===== src/rtl/fetch_queue_pkg.sv =====
// Shared types and constants for the instruction prefetch queue.
package fetch_queue_pkg;

  localparam int FQ_XLEN = 32;
  localparam int FQ_DEPTH = 4;
  localparam logic [FQ_XLEN-1:0] FQ_RST_ADDR = '0;
  localparam int INSTR_BYTES = 4;

  // One buffered instruction together with the address it was fetched from.
  typedef struct packed {
    logic [FQ_XLEN-1:0] pc;
    logic [FQ_XLEN-1:0] instr;
  } fq_entry_t;

  // Clear the byte-offset bits so a redirect always lands on a word boundary.
  function automatic logic [FQ_XLEN-1:0] align_word(input logic [FQ_XLEN-1:0] addr);
    return addr & ~FQ_XLEN'(INSTR_BYTES - 1);
  endfunction

endpackage


===== src/rtl/fetch_queue_if.sv =====
// Bundle of the memory, redirect and decode-side signals of the fetch queue.
interface fetch_queue_if #(
  parameter int DEPTH = fetch_queue_pkg::FQ_DEPTH
) ();

  localparam int XLEN = fetch_queue_pkg::FQ_XLEN;
  localparam int CW = $clog2(DEPTH + 1);

  logic [XLEN-1:0] imem_addr;
  logic [XLEN-1:0] imem_rdata;
  logic            redirect_valid;
  logic [XLEN-1:0] redirect_pc;
  logic            out_valid;
  logic [XLEN-1:0] out_pc;
  logic [XLEN-1:0] out_instr;
  logic            out_ready;
  logic [CW-1:0]   count;

  // The fetch queue itself.
  modport master (
    output imem_addr,
    input  imem_rdata,
    input  redirect_valid,
    input  redirect_pc,
    output out_valid,
    output out_pc,
    output out_instr,
    input  out_ready,
    output count
  );

  // Memory, writeback and decode around the queue.
  modport slave (
    input  imem_addr,
    output imem_rdata,
    output redirect_valid,
    output redirect_pc,
    input  out_valid,
    input  out_pc,
    input  out_instr,
    output out_ready,
    input  count
  );

endinterface


===== src/rtl/fetch_queue_sync_fifo.sv =====
// Small synchronous FIFO with flush; head is readable combinationally.
module fetch_queue_sync_fifo #(
  parameter int  DEPTH = 4,
  parameter type T     = logic [7:0]
) (
  input  logic                         clk,
  input  logic                         srst,
  input  logic                         push,
  input  logic                         pop,
  input  logic                         flush,
  input  T                             din,
  output T                             dout,
  output logic [$clog2(DEPTH+1)-1:0]   count
);

  localparam int AW = $clog2(DEPTH);
  localparam int CW = $clog2(DEPTH + 1);

  T               mem [DEPTH];
  logic [AW-1:0]  rd_ptr_reg;
  logic [AW-1:0]  wr_ptr_reg;
  logic [CW-1:0]  count_reg;
  logic [CW-1:0]  count_next;
  logic           do_push;
  logic           do_pop;

  // Pop only real entries; a push at full is accepted only alongside a pop.
  assign do_pop  = pop && (count_reg != '0);
  assign do_push = push && ((count_reg != CW'(DEPTH)) || do_pop);

  // Next occupancy from the push/pop pair.
  always_comb begin
    count_next = count_reg;
    case ({do_push, do_pop})
      2'b10:   count_next = count_reg + CW'(1);
      2'b01:   count_next = count_reg - CW'(1);
      default: count_next = count_reg;
    endcase
  end

  // Storage: each slot is written only when the write pointer selects it.
  generate
    for (genvar gi = 0; gi < DEPTH; gi++) begin : g_slot
      // Capture incoming entry into this slot.
      always_ff @(posedge clk) begin
        if (do_push && !flush && (wr_ptr_reg == AW'(gi))) begin
          mem[gi] <= din;
        end
      end
    end
  endgenerate

  // Pointer and occupancy bookkeeping; pointers wrap naturally (power-of-2 depth).
  always_ff @(posedge clk) begin
    if (srst || flush) begin
      rd_ptr_reg <= '0;
      wr_ptr_reg <= '0;
      count_reg  <= '0;
    end else begin
      if (do_push) wr_ptr_reg <= wr_ptr_reg + AW'(1);
      if (do_pop)  rd_ptr_reg <= rd_ptr_reg + AW'(1);
      count_reg <= count_next;
    end
  end

  assign dout  = mem[rd_ptr_reg];
  assign count = count_reg;

endmodule


===== src/rtl/fetch_queue.sv =====
// Instruction prefetch buffer: owns the fetch PC, tracks the one in-flight
// memory read and buffers returned words for decode. Redirects flush everything.
module fetch_queue
  import fetch_queue_pkg::*;
#(
  parameter int               DEPTH    = FQ_DEPTH,
  parameter logic [FQ_XLEN-1:0] RST_ADDR = FQ_RST_ADDR
) (
  input  logic          clk,
  input  logic          rst_n,   // active-high synchronous reset
  fetch_queue_if.master bus
);

  localparam int XLEN = FQ_XLEN;
  localparam int CW = $clog2(DEPTH + 1);
  localparam logic [CW:0] DEPTH_LIM = (CW + 1)'(DEPTH);

  logic [XLEN-1:0] pc_q;
  logic [XLEN-1:0] inflight_pc_q;
  logic            inflight_q;
  logic [CW-1:0]   count;
  logic [CW:0]     occupancy;
  logic            issue;
  logic            push;
  logic            pop;
  logic            has_head;
  fq_entry_t       push_entry;
  fq_entry_t       head;

  // Occupancy counts the in-flight read so a returning word always has a slot.
  // A pop this cycle is deliberately not credited until the next cycle.
  assign occupancy = {1'b0, count} + {{CW{1'b0}}, inflight_q};
  assign issue     = !bus.redirect_valid && (occupancy < DEPTH_LIM);
  assign push      = inflight_q && !bus.redirect_valid;
  assign has_head  = (count != '0);
  assign pop       = bus.out_valid && bus.out_ready;

  assign push_entry.pc    = inflight_pc_q;
  assign push_entry.instr = bus.imem_rdata;

  // Fetch PC and in-flight tracking; redirect drops the outstanding read.
  always_ff @(posedge clk) begin
    if (rst_n) begin
      pc_q          <= RST_ADDR;
      inflight_q    <= 1'b0;
      inflight_pc_q <= '0;
    end else if (bus.redirect_valid) begin
      pc_q       <= align_word(bus.redirect_pc);
      inflight_q <= 1'b0;
    end else begin
      inflight_q <= issue;
      if (issue) begin
        inflight_pc_q <= pc_q;
        pc_q          <= pc_q + XLEN'(INSTR_BYTES);
      end
    end
  end

  fetch_queue_sync_fifo #(
    .DEPTH (DEPTH),
    .T     (fq_entry_t)
  ) u_fifo (
    .clk   (clk),
    .srst  (rst_n),
    .push  (push),
    .pop   (pop),
    .flush (bus.redirect_valid),
    .din   (push_entry),
    .dout  (head),
    .count (count)
  );

  assign bus.imem_addr = pc_q;
  assign bus.count     = count;
  assign bus.out_valid = has_head && !bus.redirect_valid;
  assign bus.out_pc    = has_head ? head.pc : '0;
  assign bus.out_instr = has_head ? head.instr : '0;

endmodule


===== src/flat_wrapper.sv =====
// flat-port wrapper written by rule: the top's interface ports become plain ports
module fetch_queue_flat import fetch_queue_pkg::*;
#(
  parameter int               DEPTH    = FQ_DEPTH,
  parameter logic [FQ_XLEN-1:0] RST_ADDR = FQ_RST_ADDR
)
  (clk, rst_n, bus_imem_addr, bus_imem_rdata, bus_redirect_valid, bus_redirect_pc, bus_out_valid, bus_out_pc, bus_out_instr, bus_out_ready, bus_count);
  fetch_queue_if #(.DEPTH(DEPTH)) bus_i ();
  input  logic clk;
  input  logic rst_n;
  output wire logic [$bits(bus_i.imem_addr)-1:0] bus_imem_addr;
  input wire logic [$bits(bus_i.imem_rdata)-1:0] bus_imem_rdata;
  input wire logic [$bits(bus_i.redirect_valid)-1:0] bus_redirect_valid;
  input wire logic [$bits(bus_i.redirect_pc)-1:0] bus_redirect_pc;
  output wire logic [$bits(bus_i.out_valid)-1:0] bus_out_valid;
  output wire logic [$bits(bus_i.out_pc)-1:0] bus_out_pc;
  output wire logic [$bits(bus_i.out_instr)-1:0] bus_out_instr;
  input wire logic [$bits(bus_i.out_ready)-1:0] bus_out_ready;
  output wire logic [$bits(bus_i.count)-1:0] bus_count;
  assign bus_imem_addr = bus_i.imem_addr;
  assign bus_i.imem_rdata = bus_imem_rdata;
  assign bus_i.redirect_valid = bus_redirect_valid;
  assign bus_i.redirect_pc = bus_redirect_pc;
  assign bus_out_valid = bus_i.out_valid;
  assign bus_out_pc = bus_i.out_pc;
  assign bus_out_instr = bus_i.out_instr;
  assign bus_i.out_ready = bus_out_ready;
  assign bus_count = bus_i.count;
  fetch_queue #(.DEPTH(DEPTH), .RST_ADDR(RST_ADDR)) u_core (.clk(clk), .rst_n(rst_n), .bus(bus_i));
endmodule

===== config.mk =====
export PLATFORM = sky130hd
export DESIGN_NAME = fetch_queue_flat
export DESIGN_NICKNAME = d
export VERILOG_FILES = /design/src/rtl/fetch_queue_pkg.sv /design/src/rtl/fetch_queue_if.sv /design/src/rtl/fetch_queue_sync_fifo.sv /design/src/rtl/fetch_queue.sv /design/src/flat_wrapper.sv
export SDC_FILE = /design/constraint.sdc
export NUM_CORES = 1
export LEC_CHECK = 0
export ABC_AREA = 0
export CORE_MARGIN = 4
export CORE_UTILIZATION = 30
export DETAILED_ROUTE_END_ITERATION = 10
export PLACE_DENSITY = 0.52
export SYNTH_ARGS = -nofsm -noshare
export SYNTH_HDL_FRONTEND = slang
export SYNTH_HIERARCHICAL = 1
export SYNTH_SLANG_ARGS = --single-unit

===== constraint.sdc =====
create_clock -name clk -period 4.15 [get_ports clk]
set_input_delay 0.415 -clock clk [delete_from_list [all_inputs] [get_ports clk]]
set_output_delay 0.415 -clock clk [all_outputs]
set_load 0.02 [all_outputs]

==> results by group <==
Run status
  – Status: finished, final reports clean

Placed design
  – Placer Congestion: 0.7475
  – Placed Area: 15460 sq um
  – Post-DP HPWL: 18270 um
  – I/O Buffers: 163

Pwr
  – Lkg Pwr: roughly 5.3 nW
  – Total power: slightly above 7 mW
  – Pwr/cell area: 429.9 nW/um^2
  – Peak VDD IR: 0.0002286 V

Timing
  – Final Cycle Share: 0.7620
  – Final Max Slew Viols: 0
  – Tmin final: 3.162 ns
  – Max-slew headroom at the worst pin: 0.2912
  – Fin. Hold Viols: 0
  – # setup viols final: 0
  – RSZ-0062 raised after global routing: no
  – Skew final: 0.01495 ns
  – Worst Hold Slack: around 0.36 ns
  – F_max: about 0.32 GHz
  – Setup_tns: 0 ns
  – Worst Tran Pin Value: 1.062 ns

GRT
  – Gr usage total: 0.1263
  – Vias in the first global route: 7985
  – First-pass GRT wire length: approximately 47000 um
  – Initial antenna violation count: 0
  – Remaining global-route overflow: 0
  – Largest net degree at the start of global routing: 65

Drt
  – DR pass1 iterations: 4
  – Routed WL per cell: 18.74 um
  – DRT iter0 DRCs: 402
  – Drt total wl: around 30000 um
  – DRC Markers: 0
  – Vias per cell: 4.652
  – Remaining antenna violation count after routing: 0
  – Via Count: 7545

Synthesis
  – Mapped Avg Cell Area: 15.77 sq um
  – Synth area leaders: edfxtp_1, mux4_2, dfxtp_1
  – Area share of fa/ha/maj cells after synthesis: 0.006242
  – Warning count from the yosys run: 6
  – Count leader, synth: edfxtp_1
  – Synthesized area: 13230 sq um
  – Yosys cell types: 57
  – Async set or reset register ratio after synthesis: 0
  – Post-synthesis mux area share: 0.1090
  – Sequential fraction of the synthesis area: 0.6870
  – Post-synthesis cell count: roughly 840
  – Top-area cell type share of the netlist area: 0.5811
  – Synth Area in XOR/XNOR: 0.007945
  – Synth Area in Compound Gates: 0.04984
  – Synth top cells by count: edfxtp_1, nand2_1, dfxtp_1
  – Post-synth EDFFs: 256
  – Largest family of logic cells by synthesized area: multiplexers
  – #FFs+latches synth: 326
  – Cell type with the highest aggregate area in the netlist: edfxtp_1
  – Post-synth top flop: edfxtp_1
  – Post-Synth Simple-Gate Area: 0.1089

CTS
  – CTS Root Cell: clkbuf_16
  – Clock latency on the worst-skew pair: 0.52 ns
  – Post-CTS sizing: 0
  – Post-CTS Setup Bufs: 0
  – Num CTS Buffers: 38
  – Clock Sinks: ~330
  – Clock-pin slew on the worst setup and hold paths: 0.06 ns
  – CTS H-tree lvls: 2
  – Clock buffer depth: 3
  – # hold bufs at CTS: 0
  – CTS tree: done

Cells and area
  – Multi-input logic area: 3784 sq um
  – Finished Cell Area: 16710 sq um
  – Share of layout cells above drive strength 1: 0.1456
  – Reg with most FFs: u_core/u_fifo/mem
  – Final net count: 1082
  – Reg area: 9096 sq um
  – Fill count: about 4.1k
  – Max reg flops: between 200 and 300
  – Final Util: 0.3853
  – # diodes: 0
  – Layout Area Growth over Synthesis: 26.28%

Setup path
  – Crit Path Class: reg -> out
  – Worst Path Required: 3.73 ns
  – Worst-path maximum fanout: 18
  – End point of the critical path: bus_out_pc[30]
  – FF-to-FF setup slack: ~1.4 ns
  – Worst reg2reg startpoint: u_core/u_fifo/count[0]
  – Startpoint types: register
  – R2R cell count: 7
  – CP arrival: 2.75 ns
  – Reg2reg end: u_core/u_fifo/mem[2][10]
  – Worst setup EP type: output pin

Die
  – Core Region: about 43000 sq um
  – Row cnt: 76
  – Die W: 218.0 um
  – Die ar.: 47520 sq um
  – Io pins: 168
  – Die Y-Extent: 218.0 um
  – Initial core utilization: 0.3051

Worst hold path
  – Tightest Hold Check Type: in -> reg

Job
  – Maxcap violations: 0
worst max-delay path, cell delays in order, from the launching register on:
cell             delay [ns]
dfxtp_4                0.49
buf_4                  0.41
mux4_2                 0.54
nor2b_1                0.14
clkdlybuf4s50_1        0.64
report_power, final:
group | switching (mW) | internal [mW] | total (mW)
Combinational | 0.136 | 0.137 | 0.273
Sequential | 0.0636 | 3.56 | 3.62
Clock | 1.26 | 2.02 | 3.29
Total | 1.46 | 5.72 | 7.18
worst min path at each step:
stage,start,endpoint,slack [ns],cells after the start
after floorplan,u_core/inflight_pc_q[2],u_core/u_fifo/mem[0][34],0.46,0
after global placement,u_core/inflight_pc_q[28],u_core/u_fifo/mem[2][60],0.48,0
after detailed placement,u_core/inflight_pc_q[11],u_core/u_fifo/mem[2][43],0.49,0
after CTS,rst_n,u_core/inflight_pc_q[31],0.33,2
after global routing,rst_n,u_core/inflight_pc_q[5],0.38,2
final,rst_n,u_core/inflight_pc_q[9],0.36,2
layout make-up:
cell class,count,area share
flip-flops and latches,326,0.5445
multi-input cells,455,0.2265
repair buffers,177,0.1081
clock buffers,54,0.06553
well taps,585,0.04381
clock inverters,15,0.009287
inverters,10,0.002247
per-stage QoR:
step	cells	worst slack [ns]
final	1622	0.9879
after floorplan	848	0.3937
after global placement	1553	1.066
after detailed placement	1553	1.023
after global routing	1622	0.7417
after CTS	1622	0.8549
per-layer routing:
metal,wire [um],vias to the layer above,global-route usage
li1,-,3588,-
met1,14080,3720,0.1734
met2,13850,196,0.1985
met3,1919,41,0.03553
met4,540,0,0.03328
met5,0,-,0
logic make-up after synthesis:
group           count (synthesis)
flops                         326
simple gates                  267
compound gates                 96
buf+inv                        67
mux                            64
xor+xnor                       12
fa+ha+maj                       6
other cells                     1
placed cells by master, fill, tap and decap left out, types with 4 or more instances in the layout:
master           count
mux4_2              64
clkbuf_1            11
and2_4               4
dfxtp_1             68
or3_1                5
o31ai_1             14
nor2_1              36
nand4_1             14
a21oi_1             35
buf_12               6
o21ai_0              6
xor2_1               9
buf_4                8
and4_1               6
clkinv_1             6
nand2_1             77
nor3_1               5
and2_1               4
nor2b_1             65
edfxtp_1           256
clkbuf_16           41
inv_1                9
clkdlybuf4s50_1    162
ha_1                 5
or4_1               14
conb_1              10
a211oi_1             8
a311oi_1            16
nand3_1             13
Note: power is estimated with default switching activity, not from simulation.
